**config.mk**
```make
export PLATFORM = sky130hd
export DESIGN_NAME = fifo_enq_arbiter_flat
export DESIGN_NICKNAME = d
export VERILOG_FILES = /design/src/rtl/fifo_enq_arbiter_if.sv /design/src/rtl/fifo_enq_arbiter.sv /design/src/flat_wrapper.sv
export SDC_FILE = /design/constraint.sdc
export NUM_CORES = 1
export LEC_CHECK = 0
export BUFFER_PORTS_ARGS = -buffer_cell sky130_fd_sc_hd__buf_2
export CORE_MARGIN = 5
export CORE_UTILIZATION = 43
export DETAILED_ROUTE_END_ITERATION = 8
export PLACE_DENSITY = 0.89
export SYNTH_ARGS = -nofsm -noshare
export SYNTH_HDL_FRONTEND = slang
export SYNTH_SLANG_ARGS = --single-unit
```
**constraint.sdc**
```tcl
create_clock -name clk -period 6.4 [get_ports clk]
set_input_delay 0.64 -clock clk [delete_from_list [all_inputs] [get_ports clk]]
set_output_delay 0.64 -clock clk [all_outputs]
set_load 0.02 [all_outputs]
```
**src/rtl/fifo_enq_arbiter_if.sv**
```systemverilog
// ---------------------------------------------------------------------------
// fifo_enq_arbiter_if
// Bundles the producer-side request handshake and the shared fifo_queue
// enqueue port that fifo_enq_arbiter sits between.
//
//   req_valid [NUM_REQ]        per-producer beat valid
//   req_last  [NUM_REQ]        beat closes its burst (1 = single beat or burst end)
//   req_data  [NUM_REQ*WIDTH]  payload; producer i at [i*WIDTH +: WIDTH]
//   req_ready [NUM_REQ]        beat accepted when valid & ready
//   fifo_full                  full flag from fifo_queue
//   fifo_enq                   enqueue strobe to fifo_queue
//   fifo_d_in [WIDTH+ID_W]     {producer id, payload} written into the queue
//
// Modports:
//   master - producers + queue side (drives requests and full)
//   slave  - the arbiter (drives ready, enq and d_in)
// ---------------------------------------------------------------------------
interface fifo_enq_arbiter_if #(
  parameter int NUM_REQ = 4,
  parameter int WIDTH   = 32,
  parameter int ID_W    = $clog2(NUM_REQ)
);
  logic [NUM_REQ-1:0]       req_valid;
  logic [NUM_REQ-1:0]       req_last;
  logic [NUM_REQ*WIDTH-1:0] req_data;
  logic [NUM_REQ-1:0]       req_ready;
  logic                     fifo_full;
  logic                     fifo_enq;
  logic [WIDTH+ID_W-1:0]    fifo_d_in;

  modport master (
    output req_valid, req_last, req_data, fifo_full,
    input  req_ready, fifo_enq, fifo_d_in
  );

  modport slave (
    input  req_valid, req_last, req_data, fifo_full,
    output req_ready, fifo_enq, fifo_d_in
  );
endinterface

```
**src/rtl/fifo_enq_arbiter.sv**
```systemverilog
// ---------------------------------------------------------------------------
// fifo_enq_arbiter
// Round-robin arbiter sharing one fifo_queue enqueue port among NUM_REQ
// producers. A producer that is granted a beat without req_last is locked in
// until it delivers its last beat. Every enqueued entry carries the producer
// id in its upper ID_W bits. Arbitration is combinational: the winning beat
// is written into the queue at the same rising edge it is accepted.
//
// Ports:
//   clk   in   clock, rising edge
//   rst   in   synchronous active-high reset; forces ready/enq/d_in low
//   bus   slave modport of fifo_enq_arbiter_if (request + enqueue signals)
//   perf_grant_cnt out  accepted beats per producer, producer i at
//                       [i*CNT_W +: CNT_W]        (FIFO_ARB_PERF_EN only)
//   perf_stall_cnt out  cycles with any valid blocked by fifo_full
//                                                  (FIFO_ARB_PERF_EN only)
//
// Build option: define FIFO_ARB_PERF_EN to add the saturating performance
// counters and their ports. Without it the arbiter behaves identically and
// CNT_W is unused.
// ---------------------------------------------------------------------------
module fifo_enq_arbiter #(
  parameter int NUM_REQ = 4,
  parameter int WIDTH   = 32,
  parameter int CNT_W   = 16
) (
  input  logic                     clk,
  input  logic                     rst,
  fifo_enq_arbiter_if.slave        bus
`ifdef FIFO_ARB_PERF_EN
  ,
  output logic [NUM_REQ*CNT_W-1:0] perf_grant_cnt,
  output logic [CNT_W-1:0]         perf_stall_cnt
`endif
);

  localparam int ID_W = $clog2(NUM_REQ);

  typedef enum logic {ARB, LOCK} st_t;

  st_t             st;
  logic [ID_W-1:0] rr_ptr;
  logic [ID_W-1:0] owner;

  // Explicit wrap so non-power-of-two NUM_REQ never lands on an unused id.
  function automatic logic [ID_W-1:0] next_id(input logic [ID_W-1:0] id);
    if (id == ID_W'(NUM_REQ - 1)) return '0;
    else                          return id + ID_W'(1);
  endfunction

  logic [ID_W-1:0]  arb_id;
  logic             arb_vld;
  logic [ID_W-1:0]  scan_id;
  logic [ID_W-1:0]  sel_id;
  logic             sel_valid;
  logic             sel_last;
  logic [WIDTH-1:0] sel_data;
  logic             ready_on;
  logic             xfer;

  // Round-robin search starting at rr_ptr.
  always_comb begin
    arb_vld = 1'b0;
    arb_id  = rr_ptr;
    scan_id = rr_ptr;
    for (int k = 0; k < NUM_REQ; k++) begin
      if (!arb_vld && bus.req_valid[scan_id]) begin
        arb_vld = 1'b1;
        arb_id  = scan_id;
      end
      scan_id = next_id(scan_id);
    end
  end

  // In LOCK the owner holds the port whether or not it is presenting a beat,
  // so its ready tracks only fifo_full and every other producer is held off.
  always_comb begin
    sel_id    = (st == LOCK) ? owner : arb_id;
    sel_valid = 1'b0;
    sel_last  = 1'b0;
    sel_data  = '0;
    for (int i = 0; i < NUM_REQ; i++) begin
      if (ID_W'(i) == sel_id) begin
        sel_valid = bus.req_valid[i];
        sel_last  = bus.req_last[i];
        sel_data  = bus.req_data[i*WIDTH +: WIDTH];
      end
    end
    ready_on = !rst && !bus.fifo_full && ((st == LOCK) || arb_vld);
    xfer     = ready_on && sel_valid;
  end

  always_comb begin
    bus.req_ready = '0;
    for (int i = 0; i < NUM_REQ; i++) begin
      if (ready_on && (ID_W'(i) == sel_id)) bus.req_ready[i] = 1'b1;
    end
    bus.fifo_enq  = xfer;
    bus.fifo_d_in = xfer ? {sel_id, sel_data} : '0;
  end

  // ---- state register: grant decision commits at the accepting edge ----
  always_ff @(posedge clk) begin
    if (rst) begin
      st     <= ARB;
      rr_ptr <= '0;
      owner  <= '0;
    end else if (xfer) begin
      if (st == ARB) begin
        if (sel_last) begin
          rr_ptr <= next_id(sel_id);
        end else begin
          st    <= LOCK;
          owner <= sel_id;
        end
      end else if (sel_last) begin
        st     <= ARB;
        rr_ptr <= next_id(owner);
      end
    end
  end

`ifdef FIFO_ARB_PERF_EN
  function automatic logic [CNT_W-1:0] sat_inc(input logic [CNT_W-1:0] c);
    if (&c) return c;
    else    return c + CNT_W'(1);
  endfunction

  logic [CNT_W-1:0] grant_cnt [NUM_REQ];
  logic [CNT_W-1:0] stall_cnt;

  // ---- perf counter register ----
  always_ff @(posedge clk) begin
    if (rst) begin
      for (int i = 0; i < NUM_REQ; i++) grant_cnt[i] <= '0;
      stall_cnt <= '0;
    end else begin
      for (int i = 0; i < NUM_REQ; i++) begin
        if (xfer && (ID_W'(i) == sel_id)) grant_cnt[i] <= sat_inc(grant_cnt[i]);
      end
      if ((|bus.req_valid) && bus.fifo_full) stall_cnt <= sat_inc(stall_cnt);
    end
  end

  always_comb begin
    perf_grant_cnt = '0;
    for (int i = 0; i < NUM_REQ; i++) perf_grant_cnt[i*CNT_W +: CNT_W] = grant_cnt[i];
    perf_stall_cnt = stall_cnt;
  end
`endif

endmodule

```
**src/flat_wrapper.sv**
```systemverilog
// flat-port wrapper written by rule: the top's interface ports become plain ports
module fifo_enq_arbiter_flat 
#(
  parameter int NUM_REQ = 4,
  parameter int WIDTH   = 32,
  parameter int CNT_W   = 16
)
  (clk, rst, bus_req_valid, bus_req_last, bus_req_data, bus_fifo_full, bus_req_ready, bus_fifo_enq, bus_fifo_d_in);
  fifo_enq_arbiter_if #(.NUM_REQ(NUM_REQ), .WIDTH(WIDTH)) bus_i ();
  input  logic clk;
  input  logic rst;
  input wire logic [$bits(bus_i.req_valid)-1:0] bus_req_valid;
  input wire logic [$bits(bus_i.req_last)-1:0] bus_req_last;
  input wire logic [$bits(bus_i.req_data)-1:0] bus_req_data;
  input wire logic [$bits(bus_i.fifo_full)-1:0] bus_fifo_full;
  output wire logic [$bits(bus_i.req_ready)-1:0] bus_req_ready;
  output wire logic [$bits(bus_i.fifo_enq)-1:0] bus_fifo_enq;
  output wire logic [$bits(bus_i.fifo_d_in)-1:0] bus_fifo_d_in;
  assign bus_i.req_valid = bus_req_valid;
  assign bus_i.req_last = bus_req_last;
  assign bus_i.req_data = bus_req_data;
  assign bus_i.fifo_full = bus_fifo_full;
  assign bus_req_ready = bus_i.req_ready;
  assign bus_fifo_enq = bus_i.fifo_enq;
  assign bus_fifo_d_in = bus_i.fifo_d_in;
  fifo_enq_arbiter #(.NUM_REQ(NUM_REQ), .WIDTH(WIDTH), .CNT_W(CNT_W)) u_core (.clk(clk), .rst(rst), .bus(bus_i));
endmodule
```
* Word level (Yosys, flattened, before mapping)
Cells that the tools add are included.
** Word-level totals
- Register bits :: 5
- Input port bits :: 139
- Output and inout bits :: 39
- Logic and storage cells :: 83
** Operators by class
- Add/sub/neg operators :: 5
- $lt $le $gt $ge :: 4
- Equality and inequality tests :: 8
- Muxes and demuxes :: 42
- Bitwise operators :: 2
- Reduce and logical (&&, ||, !) cells :: 19
** Operator list (count)
- 32-bit 2-to-1 mux :: 4
- 34-bit 2-to-1 mux :: 1
- 2-bit 2-to-1 mux :: 12
- 1-bit 2-to-1 mux :: 21
- 2-bit by 3-bit < comparator with 1-bit output (second input constant) :: 4
- 2-bit by 1-bit adder with 2-bit output (second input constant) :: 5
- 2-bit equality test (second input constant) :: 5
- 1-bit logical AND :: 10
- 1-bit binary-select mux with 2-bit select :: 4
- 1-bit logical NOT :: 5
- 2-bit equality test (first input constant) :: 2
- 3-bit AND reduction :: 1
- 1-bit by 2-bit equality test with 1-bit output (first input constant) :: 1
- 2-bit logical NOT :: 1
- 1-bit inverter :: 2
- 2-bit AND reduction :: 1
- 1-bit logical OR :: 1

* Depth between registers and ports, before layout
Gate-level depths: netlist of the first run.
- Word-level depth :: 20
- Depth in mapped cells :: 18
- Mapped depth without buffers :: 15

* Worst setup path after synthesis of the first run
Ideal clock, no wire load.
- Path kind :: flip-flop to output port
- From :: register u_core.rr_ptr[0]
- To :: output port bus_fifo_d_in[0]
- Data arrival time :: 3.537 ns
- Data required time :: 5.760 ns
- Slack :: 2.223 ns
- Stages on the path, launching flop included :: 18
- Path buffers :: 4
- Cell sequence :: dfxtp_1 -> ha_1 -> buf_2 -> nor3b_1 -> o41ai_4 -> a211oi_2 -> a21oi_2 -> o31ai_2 -> inv_1 -> ha_1 -> buf_2 -> nor2b_1 -> clkbuf_1 -> clkbuf_1 -> a221oi_1 -> nor3_1 -> a21oi_1 -> nor2_1
** On the way
- Cells in the longest elaborated chain, start to end :: 20
- Elaborated cells on any way between the ends :: 47
- Those cells by class :: add/sub: 3; eq/ne: 6; mux: 28; reduce/logical: 10
** RTL lines
- from (decl) :: RTL line fifo_enq_arbiter.sv:42 : logic [ID_W-1:0] rr_ptr;
- from (signal assigned) :: RTL line fifo_enq_arbiter.sv:111 : rr_ptr <= next_id(sel_id);
- from (signal assigned) :: RTL line fifo_enq_arbiter.sv:118 : rr_ptr <= next_id(owner);
- parallel branches: the longest is 11 deep, another holds 2-bit by 1-bit adder with 2-bit output
- 2-bit 2-to-1 mux (*) :: RTL line fifo_enq_arbiter.sv:67 : if (!arb_vld && bus.req_valid[scan_id]) begin
- 2-bit 2-to-1 mux (*) :: RTL line fifo_enq_arbiter.sv:78 : sel_id = (st == LOCK) ? owner : arb_id;
- net u_core.sel_id[0] :: RTL line fifo_enq_arbiter.sv:54 : logic [ID_W-1:0] sel_id;
- 2-bit logical NOT :: RTL line fifo_enq_arbiter.sv:83 : if (ID_W'(i) == sel_id) begin
- 1-bit 2-to-1 mux (4 in a row) :: RTL line fifo_enq_arbiter.sv:83
- 1-bit logical AND :: RTL line fifo_enq_arbiter.sv:90 : xfer = ready_on && sel_valid;
- 34-bit 2-to-1 mux (*) :: RTL line fifo_enq_arbiter.sv:99 : bus.fifo_d_in = xfer ? {sel_id, sel_data} : '0;
- to (decl) :: RTL line flat_wrapper.sv:18 : output wire logic [$bits(bus_i.fifo_d_in)-1:0] bus_fifo_d_in;
Mark *: on every way through the listed nets, which the timed path passes. The select of a mux whose other input is x is not followed.

* Final worst setup path of the first run
- From :: register u_core.rr_ptr[0]
- To :: output port bus_fifo_enq
** On the way
- Cells in the longest elaborated chain, start to end :: 19
- Elaborated cells on any way between the ends :: 42
- Those cells by class :: add/sub: 3; eq/ne: 6; mux: 23; reduce/logical: 10
** RTL lines
- parallel branches: the longest is 18 deep, another holds 2-bit by 1-bit adder with 2-bit output
- 1-bit logical AND (*) :: RTL line fifo_enq_arbiter.sv:90
- to (decl) :: RTL line flat_wrapper.sv:17 : output wire logic [$bits(bus_i.fifo_enq)-1:0] bus_fifo_enq;
Every way passes the cells marked *. The select of a mux whose other input is x is not followed.

==> results of run 1 <==
==> cells in the final DEF (no fill, tap or decap), types with 2 or more instances in the layout <==
cell and count:
a2111oi_0 2, a211oi_2 2, a21oi_1 35, a221o_1 2, a221oi_1 32, a22oi_1 2
a32o_1 2, and2_1 4, and3b_1 3, buf_2 177, buf_4 3, clkbuf_8 3
dfxtp_1 5, ha_1 4, ha_2 2, inv_1 9, mux2_2 5, mux2i_1 4
mux4_2 2, nand2_1 6, nand2b_1 4, nor2_1 37, nor2b_1 36, nor3_1 36
nor3b_1 6, nor4_1 3, o21ai_0 7, o31a_1 2
==> layer usage <==
layer | vias to the layer above | share of wire (%)
met1 | 1293 | 38
met5 | - | 0
met3 | 36 | 10
li1 | 1454 | -
met2 | 187 | 47
met4 | 0 | 4.7
==> layout make-up <==
type | count | area (um^2)
Fill cell | 435 | 1780
Clock buffer | 4 | 45.0
Timing Repair Buffer | 180 | 908
Tap cell | 54 | 67.6
Inverter | 9 | 33.8
Multi-Input combinational cell | 258 | 1760
Sequential cell | 5 | 100
==> worst paths after layout <==
path                            to  cells after the start  slack [ps]        startpoint
setup / recovery      bus_fifo_enq                     12         450  u_core.rr_ptr[0]
hold / removal     u_core.owner[0]                      2         520   u_core.owner[0]
hold reg to reg    u_core.owner[0]                      2         520   u_core.owner[0]
setup reg to reg  u_core.rr_ptr[1]                     12        1110  u_core.rr_ptr[0]
==> cells by family after synthesis <==
| group | after synthesis | share of synthesized area (%) |
|---|---|---|
| flops | 5 | 4.84 |
| buf+inv | 46 | 10.3 |
| mux | 11 | 6.84 |
| fa+ha+maj | 6 | 3.63 |
| compound gates | 100 | 37.1 |
| simple gates | 141 | 37.3 |
==> metrics by stage <==
step / setup slack (ps) / power [W] / instances / area (um^2)
3_5_place_dp: 760 / 0.00160 / 506 / 2870
5_1_grt: 73.7 / 0.00183 / 510 / 2920
4_1_cts: 531 / 0.00166 / 510 / 2920
3_3_place_gp: 1090 / 0.00155 / 506 / 2870
6_report: 447 / 0.00167 / 510 / 2920
2_1_floorplan: 2220 / 0.00127 / 309 / 2070
==> Yosys cell counts (all sizes together) (2+ instances only) <==
cell type / n
o41ai: 2
a2111oi: 2
mux2i: 4
nor2: 37
clkbuf: 25
inv: 9
and2: 4
mux2: 5
a32o: 2
nor3: 36
nor4: 4
a221oi: 32
o31a: 2
and3b: 3
mux4: 2
nand2b: 5
a22oi: 3
buf: 12
nor3b: 6
a211oi: 3
nor2b: 37
ha: 6
a221o: 2
nand2: 6
o21ai: 7
dfxtp: 5
a21oi: 36
==> power groups by stage <==
stage | combinational (W) | clock (W) | sequential [W]
after floorplan | 0.00123 | 0 | 0.0000459
after global placement | 0.00149 | 0 | 0.0000629
after detailed placement | 0.00153 | 0 | 0.0000643
after CTS | 0.00154 | 0.0000596 | 0.0000638
after global routing | 0.00170 | 0.0000606 | 0.0000666
final | 0.00154 | 0.0000586 | 0.0000644
==> flip-flops by register name (all words and copies together), names as in the netlist <==
signal,flops
u_core.rr_ptr,2
u_core.st,1
u_core.owner,2
==> worst min-delay path, delay by kind of cell, from the launching register on <==
family          cells  cell delay [ps]
buf+inv             1               90
compound gates      1               70
flops               1              310
==> results.sh, run 1 <==
export IMPL_synth_edff_count=0
export IMPL_p_seq_share_pct=3.9
export IMPL_crit_path_top_delay_cell="ha_2"
export IMPL_path_buf_inv=2
export IMPL_post_cts_setup_buffers=0
export IMPL_wl_um=8270
export IMPL_setup_violations_final=0
export IMPL_criticalPathCategory="flip-flop to output port"
export IMPL_antenna_found_initial=0
export IMPL_clk_pin_slew_ps=30
export IMPL_ir_worst_vdd_mv=0.402
export IMPL_fin_nets=602
export IMPL_grt_usage_pct=23.7
export IMPL_rows=25
export IMPL_die_w_um=79.4
export IMPL_cp_required_ps=5760
export IMPL_worstSkewPairLatency_ps=220
export IMPL_cts_resized_gates=0
export IMPL_p_sw_w=0.000960
export IMPL_yosys_most_used_dff="dfxtp_1"
export IMPL_swShare_pct=57.6
export IMPL_p_leak_nw=1.44
export IMPL_cp_arrival_ps=5310
export IMPL_relSlewSlack_pct=29.7
export IMPL_dr_pass1_iters=4
export IMPL_cts_inserted_buffers=3
export IMPL_drc_errors=0
export IMPL_hp_class="flip-flop to flip-flop"
export IMPL_globalRouteOverflowTotal=0
export IMPL_syn_inst=309
export IMPL_n_antenna_cell=0
export IMPL_grt_max_degree=70
export IMPL_synthArstFlopShare_pct=0
export IMPL_synthTopCellsByArea="a221oi_1 (14%), nor2b_1 (11%), nor3_1 (8.7%), a21oi_1 (8.5%), nor2_1 (6.7%)"
export IMPL_core_area_mm2=0.00469
export IMPL_fmax_ghz=0.168
export IMPL_ctsRootBufferMaster="clkbuf_8"
export IMPL_grt_pass1_vias=2841
export IMPL_clkSinkCount=5
export IMPL_holdWs_ps=523
export IMPL_synth_top_area_share_pct=13.6
export IMPL_timing_final_crit_period_ps=5950
export IMPL_post_synth_top_area_cell="a221oi_1"
export IMPL_ioPinCount=178
export IMPL_finalMaxSlewViolations=0
export IMPL_start_util_pct=44.1
export IMPL_die_area_mm2=0.00630
export IMPL_tns_ps=0
export IMPL_p_int_w=0.000706
export IMPL_synthToLayoutAreaGrowth_pct=41.0
export IMPL_path_cells="ha_1 -> nor4b_2 -> o41ai_4 -> a211oi_2 -> a21oi_2 -> o31ai_2 -> ha_2 -> a21oi_1 -> a22oi_1 -> nand2b_4 -> inv_1 -> buf_2"
export IMPL_cts_htree_levels=1
export IMPL_min_period_over_period_pct=93.0
export IMPL_status="complete, no violations"
export IMPL_hold_viol_final=0
export IMPL_antenna_left=0
export IMPL_drt_initial_drc_count=134
export IMPL_maxCapViolCount=0
export IMPL_mappedNetlistArea_mm2=0.00207
export IMPL_fin_util_pct=62.2
export IMPL_start_kind="flip-flop"
export IMPL_cts_buffer_depth=2
export IMPL_dpl_hpwl_um=6510
export IMPL_cts_tree="built"
export IMPL_power_density_mw_per_mm2=571
export IMPL_grt_pass1_wl_um=12300
export IMPL_worst_clock_skew_ps=1.02
export IMPL_ys_warn_count=0
export IMPL_vias=2970
export IMPL_gp_congestion=0.900
export IMPL_vias_per_cell=5.82
export IMPL_port_buffers=177
export IMPL_met2_usage_pct=40.5
export IMPL_yosysUniqueCellTypes=49
export IMPL_path_delay_family="adder cells"
export IMPL_max_stage_delay_ps=970
export IMPL_power_frac_clock_pct=3.5
export IMPL_mappedNetlistNets=454
export IMPL_grt_most_used_layer="met2"
export IMPL_synth_avg_cell_area_um2=6.69
export IMPL_p_comb_share_pct=92.6
export IMPL_rsz0062_at_grt="no"
export IMPL_cp_end_kind="output port"
export IMPL_post_drt_wl_per_cell_um=16.2
export IMPL_drive_gt1_share_pct=45.0
export IMPL_crit_fanout=69
export IMPL_grtUsageMet3_pct=5.33
export IMPL_tightestPinTransition_ps=1050
export IMPL_dieHeight_um=79.4
export IMPL_yosysSeqAreaShare_pct=4.84
export IMPL_hold_buffers=0
export IMPL_ys_seq_elements=5
export IMPL_use_met1_pct=27.2
(Power assumes the default switching activity.)
==> run 2: changes to the inputs <==
Settings changed: CTS_BUF_LIST set to sky130_fd_sc_hd__clkbuf_8, MAX_ROUTING_LAYER set to met4, SETUP_SLACK_MARGIN set to 0.5.
==> results.sh, run 2 (synthesis gave the netlist of run 1 again) <==
export IMPL_cp_end_kind="output port"
export IMPL_wl_um=8260
export IMPL_drt_initial_drc_count=229
export IMPL_largestRegisters="u_core.owner (2), u_core.rr_ptr (2), u_core.st (1)"
export IMPL_finalMaxSlewViolations=0
export IMPL_power_frac_clock_pct=3.4
export IMPL_antenna_found_initial=0
export IMPL_dpl_hpwl_um=6440
export IMPL_r2r_end="u_core.rr_ptr[1]"
export IMPL_antenna_left=0
export IMPL_start_kind="flip-flop"
export IMPL_grt_usage_pct=24.9
export IMPL_hold_buffers=0
export IMPL_crit_fanout=21
export IMPL_globalRouteOverflowTotal=0
export IMPL_clkSinkCount=5
export IMPL_timing_rr_start="u_core.rr_ptr[0]"
export IMPL_min_period_over_period_pct=85.3
export IMPL_tightestPinTransition_ps=626
export IMPL_dr_pass1_iters=4
export IMPL_grt_pass1_wl_um=12600
export IMPL_design_area_mm2=0.00293
export IMPL_setup_violations_final=0
export IMPL_rows=25
export IMPL_worst_clock_skew_ps=0.411
export IMPL_post_drt_wl_per_cell_um=16.2
export IMPL_ir_worst_vdd_mv=0.257
export IMPL_p_comb_share_pct=92.6
export IMPL_ctsRootBufferMaster="clkbuf_8"
export IMPL_hp_class="flip-flop to flip-flop"
export IMPL_cts_inserted_buffers=3
export IMPL_hold_viol_final=0
export IMPL_relSlewSlack_pct=58.1
export IMPL_criticalPathCategory="flip-flop to output port"
export IMPL_maxCapViolCount=0
export IMPL_ioPinCount=178
export IMPL_grt_max_degree=70
export IMPL_n_antenna_cell=0
export IMPL_fmax_ghz=0.183
export IMPL_drive_gt1_share_pct=45.2
export IMPL_p_int_w=0.000704
export IMPL_fin_nets=602
export IMPL_dieHeight_um=79.4
export IMPL_worst_r2r_setup_slack_ps=1690
export IMPL_tns_ps=0
export IMPL_cts_buffer_depth=2
export IMPL_swShare_pct=57.6
export IMPL_postPlaceCellArea_mm2=0.00287
export IMPL_timing_final_crit_period_ps=5460
export IMPL_vias_per_cell=5.83
export IMPL_synthToLayoutAreaGrowth_pct=41.6
export IMPL_drc_errors=0
export IMPL_cts_tree="built"
export IMPL_layout_cells_most_common_list="buf_2 (177), nor2_1 (37), nor2b_1 (36), nor3_1 (36), a21oi_1 (35)"
export IMPL_min_from="u_core.owner[0]"
export IMPL_core_area_mm2=0.00469
export IMPL_gp_congestion=0.933
export IMPL_start_util_pct=44.1
export IMPL_reg2reg_depth=16
export IMPL_vias=2974
export IMPL_status="complete, no violations"
export IMPL_die_w_um=79.4
export IMPL_die_area_mm2=0.00630
export IMPL_p_sw_w=0.000957
export IMPL_clk_pin_slew_ps=30
export IMPL_dp_slack_ps=772
export IMPL_power_density_mw_per_mm2=567
export IMPL_grt_pass1_vias=2858
export IMPL_port_buffers=177
export IMPL_rsz0062_at_grt="no"
export IMPL_endpoint="bus_fifo_d_in[3]"
export IMPL_cts_htree_levels=1
export IMPL_worstSkewPairLatency_ps=220
export IMPL_setup_ws_ps=941
export IMPL_cp_arrival_ps=4820
export IMPL_post_cts_setup_buffers=0
export IMPL_p_leak_nw=1.45
export IMPL_final_common_cell="buf_2"
export IMPL_p_seq_share_pct=3.9
export IMPL_crit_start="u_core.rr_ptr[0]"
export IMPL_cp_required_ps=5760
-- run 2: cell type report --
type	instances	area (um^2)
Clock buffer	3	41.3
Tap cell	54	67.6
Timing Repair Buffer	180	908
Fill cell	439	1760
Clock inverter	1	3.75
Multi-Input combinational cell	258	1770
Sequential cell	5	101
Inverter	9	33.8
-- run 2: worst max-delay path, cell delays in order, from the launching register on --
cell,delay [ps]
dfxtp_2,590
ha_1,590
nor4b_2,440
o41ai_4,160
a211oi_2,310
a21oi_2,90
o31ai_2,440
inv_1,130
ha_1,230
nor2b_2,520
buf_4,370
a221oi_1,110
nor3_1,180
a21oi_1,80
nor2_1,150
buf_2,190
-- run 2: how the worst min path moves through the flow --
stage	end	slack, ps	cells past startpoint
2_1_floorplan	u_core.owner[0]	470	2
3_5_place_dp	u_core.owner[0]	500	2
3_3_place_gp	u_core.owner[0]	490	2
4_1_cts	u_core.owner[0]	510	2
6_report	u_core.owner[0]	510	2
5_1_grt	u_core.owner[0]	530	2
-- run 2: layer usage --
metal / wire length [um] / track usage, % / up-vias / part of all wire, %
li1: - / - / 1454 / -
met2: 4050 / 42.5 / 160 / 49
met5: 0 / - / - / 0
met1: 3320 / 29.8 / 1337 / 40
met4: 222 / 9.28 / 0 / 2.7
met3: 668 / 3.06 / 23 / 8.1
-- run 2: metrics by stage --
stage | utilization, % | power [W] | hold slack [ps] | std cells
floorplan | - | 0.00127 | 470 | 309
global placement | 61.2 | 0.00155 | 485 | 506
detailed placement | 61.2 | 0.00158 | 496 | 506
CTS | 62.2 | 0.00165 | 505 | 510
global route | 62.4 | 0.00184 | 525 | 510
finish | 62.4 | 0.00166 | 508 | 510
-- run 2: what timing repair did --
action                     CTS  global route
hold endpoints to repair     0             0
setup endpoints to repair    0            35
gates resized for setup      0             2
-- run 2: power by group through the flow --
stage / combinational (W) / clock, W / sequential [W]
after floorplan: 0.00123 / 0 / 0.0000459
after global placement: 0.00149 / 0 / 0.0000630
after detailed placement: 0.00152 / 0 / 0.0000652
after CTS: 0.00152 / 0.0000579 / 0.0000645
after global routing: 0.00171 / 0.0000594 / 0.0000675
final: 0.00154 / 0.0000572 / 0.0000655
==> run 3: changes to the inputs <==
Settings changed: CORE_ASPECT_RATIO set to 1.25, CTS_BUF_LIST sky130_fd_sc_hd__clkbuf_8 to unset.
==> results.sh, run 3 (synthesis gave the netlist of run 1 again) <==
export IMPL_crit_path_top_delay_cell="dfxtp_2"
export IMPL_grt_max_degree=70
export IMPL_crit_fanout=40
export IMPL_wl_met3_um=842
export IMPL_dr_pass1_iters=5
export IMPL_core_area_mm2=0.00469
export IMPL_clk_pin_slew_ps=40
export IMPL_post_drt_wl_per_cell_um=17.3
export IMPL_setup_violations_final=0
export IMPL_hp_class="flip-flop to flip-flop"
export IMPL_cp_required_ps=5760
export IMPL_cts_inserted_buffers=3
export IMPL_timing_rr_start="u_core.rr_ptr[0]"
export IMPL_globalRouteOverflowTotal=0
export IMPL_final_common_cell="buf_2"
export IMPL_n_antenna_cell=0
export IMPL_hold_viol_final=0
export IMPL_setup_ws_ps=1010
export IMPL_worst_clock_skew_ps=5.46
export IMPL_path_cells="ha_1 -> nor4b_2 -> o41ai_4 -> a211oi_2 -> a21oi_2 -> o31ai_2 -> inv_1 -> ha_1 -> a21oi_1 -> o21ai_0 -> a22oi_1 -> nand2b_4 -> inv_1 -> buf_2"
export IMPL_fin_nets=602
export IMPL_grt_pass1_wl_um=13200
export IMPL_grt_usage_pct=26.3
export IMPL_min_from="u_core.owner[0]"
export IMPL_cts_buffer_depth=2
export IMPL_power_density_mw_per_mm2=575
export IMPL_port_buffers=177
export IMPL_ioPinCount=178
export IMPL_largestRegisters="u_core.owner (2), u_core.rr_ptr (2), u_core.st (1)"
export IMPL_finalMaxSlewViolations=0
export IMPL_p_leak_nw=1.44
export IMPL_drc_errors=0
export IMPL_worst_r2r_setup_slack_ps=1550
export IMPL_max_stage_delay_ps=590
export IMPL_tns_ps=0
export IMPL_cts_htree_levels=1
export IMPL_hold_buffers=0
export IMPL_multi_input_area_mm2=0.00177
export IMPL_grt_pass1_vias=2933
export IMPL_fin_util_pct=62.5
export IMPL_maxCapViolCount=0
export IMPL_postPlaceCellArea_mm2=0.00288
export IMPL_drt_initial_drc_count=422
export IMPL_dpl_hpwl_um=6740
export IMPL_hold_path_depth=2
export IMPL_dieHeight_um=87.5
export IMPL_synthToLayoutAreaGrowth_pct=41.9
export IMPL_cts_tree="built"
export IMPL_clkSinkCount=5
export IMPL_vias_per_cell=6.02
export IMPL_vias=3107
export IMPL_wl_met1_um=3210
export IMPL_drive_gt1_share_pct=45.2
export IMPL_criticalPathCategory="flip-flop to output port"
export IMPL_start_kind="flip-flop"
export IMPL_antenna_left=0
export IMPL_stdcell_count=516
export IMPL_dr_wl_met2_um=4510
export IMPL_start_util_pct=44.1
export IMPL_die_w_um=72.0
export IMPL_ir_worst_vdd_mv=0.314
export IMPL_post_cts_setup_buffers=0
export IMPL_status="complete, no violations"
export IMPL_reg2reg_depth=13
export IMPL_timing_final_crit_period_ps=5390
export IMPL_cts_resized_gates=0
export IMPL_relSlewSlack_pct=58.6
export IMPL_tightestPinTransition_ps=621
export IMPL_antenna_found_initial=0
export IMPL_min_to="u_core.owner[0]"
export IMPL_r2r_end="u_core.rr_ptr[1]"
export IMPL_dp_slack_ps=807
export IMPL_worstSkewPairLatency_ps=230
export IMPL_cp_end_kind="output port"
export IMPL_nFillCells=431
export IMPL_ctsRootBufferMaster="clkbuf_8"
export IMPL_layout_cells_most_common_list="buf_2 (177), nor2_1 (37), nor2b_1 (36), nor3_1 (36), a21oi_1 (35)"
export IMPL_wl_um=8920
export IMPL_min_period_over_period_pct=84.3
export IMPL_cp_arrival_ps=4750
export IMPL_highest_layer="met4"
export IMPL_gp_congestion=0.988
export IMPL_dpl_cell_count=512
export IMPL_fmax_ghz=0.185
export IMPL_die_area_mm2=0.00631
export IMPL_regArea_um2=101
export IMPL_rows=28
export IMPL_rsz0062_at_grt="no"
export IMPL_design_area_mm2=0.00294
## run 3: worst max path at each step
stage,startpoint,end
2_1_floorplan,u_core.rr_ptr[0],bus_fifo_d_in[0]
3_3_place_gp,u_core.rr_ptr[0],bus_fifo_enq
3_5_place_dp,u_core.rr_ptr[0],bus_fifo_enq
4_1_cts,u_core.rr_ptr[0],bus_fifo_enq
5_1_grt,u_core.rr_ptr[0],bus_fifo_d_in[21]
6_report,u_core.rr_ptr[0],bus_fifo_enq
## run 3: cell type report
type                            count  area share [%]
Multi-Input combinational cell    258            60.4
Timing Repair Buffer              180            30.9
Inverter                            9            1.15
Tap cell                           60            2.56
Clock buffer                        4            1.53
Sequential cell                     5            3.45
## run 3: where the power goes
group          switching, W  internal [W]   total, W
combinational      0.000933      0.000626    0.00156
sequential        0.0000247     0.0000408  0.0000655
clock             0.0000206     0.0000432  0.0000638
total              0.000979      0.000710    0.00169
## run 3: through the flow
| step | power [W] | hold slack, ps |
|---|---|---|
| floorplan | 0.00127 | 470 |
| global placement | 0.00155 | 482 |
| detailed placement | 0.00159 | 500 |
| CTS | 0.00167 | 501 |
| global route | 0.00184 | 518 |
| finish | 0.00169 | 500 |
## run 3: worst max-delay path: cells and delay by family (launching register included)
| kind | cells | cell delay (ps) |
|---|---|---|
| AO/OA/AOI/OAI | 7 | 1600 |
| flip-flops | 1 | 590 |
| AND/OR/NAND/NOR | 2 | 930 |
| adder cells (fa/ha/maj) | 2 | 980 |
| buffers and inverters | 3 | 420 |
## run 3: layer usage
metal / vias to the layer above / GRT usage, %
met5: - / -
met4: 0 / 13.0
met3: 37 / 2.64
met2: 221 / 44.0
met1: 1398 / 31.2
li1: 1451 / -
